==> config.mk <==
export PLATFORM = sky130hd
export DESIGN_NAME = hilo_unit
export DESIGN_NICKNAME = d
export VERILOG_FILES = /design/src/rtl/hilo_unit_pkg.sv /design/src/rtl/hilo_unit_regfile.sv /design/src/rtl/hilo_unit.sv
export SDC_FILE = /design/constraint.sdc
export NUM_CORES = 1
export LEC_CHECK = 0
export CORE_MARGIN = 4
export CORE_UTILIZATION = 50
export DETAILED_ROUTE_END_ITERATION = 12
export PLACE_DENSITY = 0.8
export SYNTH_ARGS = -nofsm -noshare
export SYNTH_HDL_FRONTEND = slang
export SYNTH_HIERARCHICAL = 1
export SYNTH_SLANG_ARGS = --single-unit
==> constraint.sdc <==
create_clock -name clk -period 2.1 [get_ports clk]
set_input_delay 0.21 -clock clk [delete_from_list [all_inputs] [get_ports clk]]
set_output_delay 0.21 -clock clk [all_outputs]
set_load 0.02 [all_outputs]
==> src/rtl/hilo_unit_pkg.sv <==
// hilo_unit_pkg: ALU op codes used by the HI/LO path, FSM state encoding
// and op-class helper functions shared by the HI/LO unit.
package hilo_unit_pkg;

  // ALU op codes seen on ex_op that matter to the HI/LO path
  localparam logic [4:0] SIG_ALU_MULT  = 5'h18;
  localparam logic [4:0] SIG_ALU_MULTU = 5'h19;
  localparam logic [4:0] SIG_ALU_DIV   = 5'h1A;
  localparam logic [4:0] SIG_ALU_DIVU  = 5'h1B;
  localparam logic [4:0] SIG_ALU_MFHI  = 5'h1C;
  localparam logic [4:0] SIG_ALU_MFLO  = 5'h1D;
  localparam logic [4:0] SIG_ALU_MTHI  = 5'h1E;
  localparam logic [4:0] SIG_ALU_MTLO  = 5'h1F;

  // Mul/div sequencing states
  typedef enum logic [1:0] {
    HILO_IDLE = 2'd0,
    HILO_BUSY = 2'd1,
    HILO_HOLD = 2'd2
  } hilo_state_t;

  // Multi-cycle ops that return a full {hi,lo} result
  function automatic logic op_is_md(input logic [4:0] op);
    return (op == SIG_ALU_MULT) || (op == SIG_ALU_MULTU) ||
           (op == SIG_ALU_DIV)  || (op == SIG_ALU_DIVU);
  endfunction

  // Ops that read HI or LO
  function automatic logic op_is_mf(input logic [4:0] op);
    return (op == SIG_ALU_MFHI) || (op == SIG_ALU_MFLO);
  endfunction

endpackage

==> src/rtl/hilo_unit_regfile.sv <==
// hilo_regfile: architectural HI and LO registers with independent write
// enables so MTHI/MTLO touch only their own half.
module hilo_regfile #(
  parameter int WIDTH = 32
) (
  input  logic             clk,
  input  logic             rst,
  input  logic             i_hi_we,
  input  logic             i_lo_we,
  input  logic [WIDTH-1:0] i_hi,
  input  logic [WIDTH-1:0] i_lo,
  output logic [WIDTH-1:0] o_hi,
  output logic [WIDTH-1:0] o_lo
);

  logic [WIDTH-1:0] r_hi;
  logic [WIDTH-1:0] r_lo;

  // HI half: updated only when its enable is set
  always_ff @(posedge clk or negedge rst) begin
    if (!rst)         r_hi <= '0;
    else if (i_hi_we) r_hi <= i_hi;
  end

  // LO half: updated only when its enable is set
  always_ff @(posedge clk or negedge rst) begin
    if (!rst)         r_lo <= '0;
    else if (i_lo_we) r_lo <= i_lo;
  end

  assign o_hi = r_hi;
  assign o_lo = r_lo;

endmodule

==> src/rtl/hilo_unit.sv <==
// hilo_unit: HI/LO EX->M->commit path behind the ALU. Sequences mul/div
// results (wait / hold-under-stall), issues MTHI/MTLO directly, and
// forwards HI/LO back to the ALU.
// Build option: HILO_BYPASS_EN -- when defined, forward from the M stage;
// when undefined, forward architectural HI/LO only and interlock MFHI/MFLO
// behind a pending M write.
module hilo_unit
  import hilo_unit_pkg::*;
#(
  parameter int WIDTH = 32
) (
  input  logic               clk,
  input  logic               rst,
  input  logic               flush,
  input  logic               stall_in,
  input  logic               ex_valid,
  input  logic [4:0]         ex_op,
  input  logic [WIDTH-1:0]   ex_rs,
  input  logic [2*WIDTH-1:0] alu_hilo,
  input  logic               alu_busy,
  input  logic               alu_ok,
  output logic [2*WIDTH-1:0] hilo_fwd,
  output logic [WIDTH-1:0]   hi_o,
  output logic [WIDTH-1:0]   lo_o,
  output logic               stall_req
);

  hilo_state_t      r_state;
  hilo_state_t      w_nxt;
  logic [2*WIDTH-1:0] r_hold;

  // M-stage entry
  logic             r_m_hi_we;
  logic             r_m_lo_we;
  logic [WIDTH-1:0] r_m_hi;
  logic [WIDTH-1:0] r_m_lo;

  // Issue toward M and hold-capture strobes
  logic             w_iss_hi_we;
  logic             w_iss_lo_we;
  logic [WIDTH-1:0] w_iss_hi;
  logic [WIDTH-1:0] w_iss_lo;
  logic             w_cap;
  logic             w_stall_fsm;

  logic w_md, w_mthi, w_mtlo, w_mf;
  logic w_commit_hi, w_commit_lo;
  logic [WIDTH-1:0] w_fwd_hi, w_fwd_lo;

  // ALU busy is implied by the BUSY state; the flag itself is not needed
  logic w_unused;
  assign w_unused = alu_busy;

  assign w_md   = ex_valid & op_is_md(ex_op);
  assign w_mthi = ex_valid & (ex_op == SIG_ALU_MTHI);
  assign w_mtlo = ex_valid & (ex_op == SIG_ALU_MTLO);
  assign w_mf   = ex_valid & op_is_mf(ex_op);

  // FSM state register
  always_ff @(posedge clk or negedge rst) begin
    if (!rst) r_state <= HILO_IDLE;
    else      r_state <= w_nxt;
  end

  // FSM next state: flush always returns to IDLE
  always_comb begin
    w_nxt = r_state;
    case (r_state)
      HILO_IDLE: begin
        if (!flush && w_md) begin
          if (!alu_ok)      w_nxt = HILO_BUSY;
          else if (stall_in) w_nxt = HILO_HOLD;
        end
      end
      HILO_BUSY: begin
        if (flush)       w_nxt = HILO_IDLE;
        else if (alu_ok) w_nxt = stall_in ? HILO_HOLD : HILO_IDLE;
      end
      HILO_HOLD: begin
        if (flush || !stall_in) w_nxt = HILO_IDLE;
      end
      default: w_nxt = HILO_IDLE;
    endcase
  end

  // FSM outputs: what goes to M this cycle, hold capture, stall request
  always_comb begin
    w_iss_hi_we = 1'b0;
    w_iss_lo_we = 1'b0;
    w_iss_hi    = alu_hilo[2*WIDTH-1:WIDTH];
    w_iss_lo    = alu_hilo[WIDTH-1:0];
    w_cap       = 1'b0;
    w_stall_fsm = 1'b0;
    case (r_state)
      HILO_IDLE: begin
        if (!flush) begin
          if (w_md) begin
            if (!alu_ok) begin
              w_stall_fsm = 1'b1;
            end else if (stall_in) begin
              w_cap       = 1'b1;
              w_stall_fsm = 1'b1;
            end else begin
              w_iss_hi_we = 1'b1;
              w_iss_lo_we = 1'b1;
            end
          end else if (w_mthi) begin
            w_iss_hi_we = 1'b1;
            w_iss_hi    = ex_rs;
          end else if (w_mtlo) begin
            w_iss_lo_we = 1'b1;
            w_iss_lo    = ex_rs;
          end
        end
      end
      HILO_BUSY: begin
        w_stall_fsm = 1'b1;
        if (!flush && alu_ok) begin
          if (stall_in) begin
            w_cap = 1'b1;
          end else begin
            w_iss_hi_we = 1'b1;
            w_iss_lo_we = 1'b1;
          end
        end
      end
      HILO_HOLD: begin
        // stall_req drops in the same cycle the held value leaves
        w_stall_fsm = stall_in;
        w_iss_hi    = r_hold[2*WIDTH-1:WIDTH];
        w_iss_lo    = r_hold[WIDTH-1:0];
        if (!flush && !stall_in) begin
          w_iss_hi_we = 1'b1;
          w_iss_lo_we = 1'b1;
        end
      end
      default: ;
    endcase
  end

  // Hold register: keeps a finished result while downstream is stalled
  always_ff @(posedge clk or negedge rst) begin
    if (!rst)       r_hold <= '0;
    else if (flush) r_hold <= '0;
    else if (w_cap) r_hold <= alu_hilo;
  end

  // M stage: loads the issued entry (or a bubble) unless stalled
  always_ff @(posedge clk or negedge rst) begin
    if (!rst) begin
      r_m_hi_we <= 1'b0;
      r_m_lo_we <= 1'b0;
      r_m_hi    <= '0;
      r_m_lo    <= '0;
    end else if (!stall_in) begin
      r_m_hi_we <= w_iss_hi_we;
      r_m_lo_we <= w_iss_lo_we;
      r_m_hi    <= w_iss_hi;
      r_m_lo    <= w_iss_lo;
    end
  end

  // Commit uses the current M entry; a new load on the same edge is fine
  assign w_commit_hi = r_m_hi_we & ~stall_in;
  assign w_commit_lo = r_m_lo_we & ~stall_in;

  hilo_regfile #(.WIDTH(WIDTH)) u_rf (
    .clk     (clk),
    .rst     (rst),
    .i_hi_we (w_commit_hi),
    .i_lo_we (w_commit_lo),
    .i_hi    (r_m_hi),
    .i_lo    (r_m_lo),
    .o_hi    (hi_o),
    .o_lo    (lo_o)
  );

`ifdef HILO_BYPASS_EN
  assign w_fwd_hi  = r_m_hi_we ? r_m_hi : hi_o;
  assign w_fwd_lo  = r_m_lo_we ? r_m_lo : lo_o;
  assign stall_req = w_stall_fsm;
`else
  // No bypass: a reader waits until the pending M entry has committed
  assign w_fwd_hi  = hi_o;
  assign w_fwd_lo  = lo_o;
  assign stall_req = w_stall_fsm | (w_mf & (r_m_hi_we | r_m_lo_we));
`endif

  assign hilo_fwd = {w_fwd_hi, w_fwd_lo};

endmodule

==> results.tsv, run 1 <==
metric	value	unit
Gate power share	37.3	%
EDFF count, synth	0	
Post-Synth Adder-Cell Area	0	%
largest net degree at the start of global routing	85	
die area	0.0223	mm^2
unrepaired setup endpoints after global routing	false	
routed vias	8134	
HPWL after DPL	19100	um
filler instances	1497	
Final min period	1.93	ns
area of the multi-input gates	0.00384	mm^2
Synth cell types	36	
cell row count	51	
hold path start	stall_in	
post-synthesis async set-or-reset flop share	100	%
P_leak	5.30	nW
synthesized area	0.00997	mm^2
status	completed	
register bit total from synthesis	196	
First-pass DRT Iterations	7	
GP Congestion	0.830	
Die Ht	149	um
crit path DAT	1.72	ns
share of cells above drive strength 1	15.0	%
Final Skew	0.00850	ns
clock share of power	25.2	%
CP max FO	10	
Reg2Reg Setup Slack	0.17	ns
Synth Area in XOR/XNOR	0	%
Worst R2R Start	r_state[0]	
total power	13.1	mW
Worst Tran Pin Value	0.893	ns
Hold Fails Final Rpt	0	
CTS Buf Count	17	
first-pass GRT wire length	46100	um
DIE WIDTH	149	um
CP required	1.89	ns
mux contribution to synthesized area	9.49	%
simple-gate portion of the synthesized area	5.65	%
WS Path Type	register to output port	
crit path launch type	register	
Clock Tree Root	clkbuf_16	
Sw Pwr	4.37	mW
Fin Setup TNS	0	ns
Register Area	0.00491	mm^2
Post-Syn Instances	839	
clk_lat worst skew	0.43	ns
Hold Path End	r_state[1]	
Worst Hold Depth	3	
total track usage	26.0	%
initial antenna violation count	2	
CTS tree	built	
max frequency	517	MHz
Yosys Warn Count	6	
most common library cells after synthesis	196 x dfrtp_1, 66 x inv_1, 65 x buf_4, 65 x nand4_1	
Final setup violation count	0	
Syn Nets	947	
top cell type by total area after synthesis	dfrtp_1	
r2r endpoint	r_m_hi[8]	
Critical Path Sink Type	output port	
Min-Delay Path Class	input pin to register	
drt wl/cell	23.2	um
global route total overflow	0	
largest family of logic cells by synthesized area	compound AO/OA/AOI/OAI gates	
htree depth	4	
peak supply drop	0.000543	V
Starting Density	51.0	%
R2R depth	5	
Clock Sinks	196	
CP startpoint	r_state[1]	
Internal Power	8.72	mW
vias per cell	6.49	
top_reg_cell synth	dfrtp_1	
relative slew slack	40.4	%
Max Root-Sink Buffers	2	
core area	0.0195	mm^2
Top-Level Pins	237	
Switching Fraction	33.4	%
Port Buffers	235	
Synth Area in Compound Gates	22.9	%
Post-Syn Area per Cell	11.9	um^2
fin crit share	92.1	%
ranking of synthesized cells by area	dfrtp_1 49%, mux2_4 9.0%, a221oi_1 5.6%, a22o_1 5.6%, a32oi_1 5.6%	
drt drc	0	
Power Density	1030	mW/mm^2
dominant cell by count in the synthesized netlist	dfrtp_1	
clk slew on worst S/H paths	0.07	ns
1st-iter DRT viols	1000	
Final Routed Wirelength	29100	um
# nets final	1082	
register area share after synthesis	49.2	%
Area Overhead vs Synth	27.9	%
ANT nets after route	0	
fin. max-slew vios	0	
Synth top area share	49.2	%
vias in the first global route	8225	
Flop pwr share	37.5	%
number of max-cap violations	0	
## worst max-delay path: stages, from the launching register on
cell	delay, ns
dfrtp_2	0.51
a211o_1	0.30
a31o_1	0.17
dlygate4sd2_1	0.31
## logic make-up (layout without fill, tap and decap cells)
group | Yosys count | count (layout)
other | 0 | 1
flip-flops | 196 | 196
multiplexers | 64 | 64
AND/OR/NAND/NOR | 86 | 86
AO/OA/AOI/OAI | 268 | 268
buffers and inverters | 225 | 373
## sequential cells by signal (all words and copies together), names as in the netlist
name and flops:
r_hold 64, r_m_lo 32, u_rf/o_hi 32, u_rf/o_lo 32, r_m_hi 32, r_m_hi_we 1
r_state 2, r_m_lo_we 1
## power groups by stage
stage	clock network, mW	registers (mW)	logic, mW
floorplan	0	5.48	2.44
global placement	0	4.95	4.83
detailed placement	0	4.98	4.89
CTS	3.35	4.92	4.92
global route	3.52	5.02	5.11
finish	3.30	4.91	4.88
## final cells by class
type                       count  area share [%]
timing repair buffer         274            22.1
tap                          265            2.60
antenna                        1          0.0196
sequential                   196            38.5
multi-input combinational    418            30.1
clock inverter                14            1.31
inverter                      67            1.97
clock buffer                  18            3.37
## per-layer routing
metal  GRT usage (%)  wire (um)  vias to the layer above
li1                -          -                     3489
met1            35.8      11700                     4107
met2            41.2      13900                      484
met3            6.14       2710                       52
met4            7.96        735                        2
met5               0         13                        -
## metrics by stage
step | instances | worst slack [ns] | hold slack, ns | util, % | cell area, um^2
2_1_floorplan | 839 | 0.566 | -0.0856 | - | 9970
3_5_place_dp | 1218 | -0.0177 | 0.186 | 62.1 | 12100
6_report | 1253 | 0.166 | 0.104 | 65.3 | 12800
3_3_place_gp | 1218 | 0.00397 | 0.183 | 62.1 | 12100
5_1_grt | 1253 | 0.0679 | 0.0900 | 65.3 | 12800
4_1_cts | 1252 | 0.157 | 0.0817 | 65.3 | 12700
## placed cells by master, fill, tap and decap left out, types with 2 or more instances in the layout
| cell type | n |
|---|---|
| inv_8 | 4 |
| o211ai_1 | 64 |
| nor2b_4 | 4 |
| dfrtp_1 | 194 |
| a211oi_1 | 2 |
| a32oi_1 | 64 |
| a221oi_1 | 64 |
| and4b_1 | 2 |
| nor4_1 | 2 |
| inv_1 | 66 |
| o21ai_1 | 2 |
| mux2_4 | 60 |
| nand4_1 | 65 |
| clkdlybuf4s50_1 | 232 |
| nor2_1 | 2 |
| clkinv_4 | 5 |
| buf_4 | 25 |
| buf_12 | 14 |
| a32o_1 | 2 |
| a221o_1 | 2 |
| nand3b_1 | 3 |
| a22o_1 | 64 |
| clkinv_8 | 2 |
| mux2_2 | 4 |
| clkbuf_16 | 17 |
## how the worst max path moves through the flow
stage            endpoint  slack (ns)  depth (start not counted)
6_report        stall_req        0.17                          3
4_1_cts         stall_req        0.16                          3
2_1_floorplan  r_hold[10]        0.57                          4
5_1_grt        r_m_hi[19]        0.07                          5
3_5_place_dp    stall_req       -0.02                          5
3_3_place_gp    stall_req       0.004                          5
## what timing repair did
item	in CTS	in global routing
hold buffers	1	0
setup endpoints to repair	1	0
buffers inserted	1	0
gates resized for setup	3	0
endpoints found under the hold margin	43	0
Power figures use the tool's default switching activity.
==> run 2: changes to the inputs <==
--- a/config.mk
+++ b/config.mk
@@ -9,6 +9,7 @@
 export CORE_UTILIZATION = 50
 export DETAILED_ROUTE_END_ITERATION = 12
 export PLACE_DENSITY = 0.8
+export SKIP_LAST_GASP = 1
 export SYNTH_ARGS = -nofsm -noshare
 export SYNTH_HDL_FRONTEND = slang
 export SYNTH_HIERARCHICAL = 1
==> results of run 2 <==
Same layout as run 1: the final DEF is identical, and so are final timing and power.
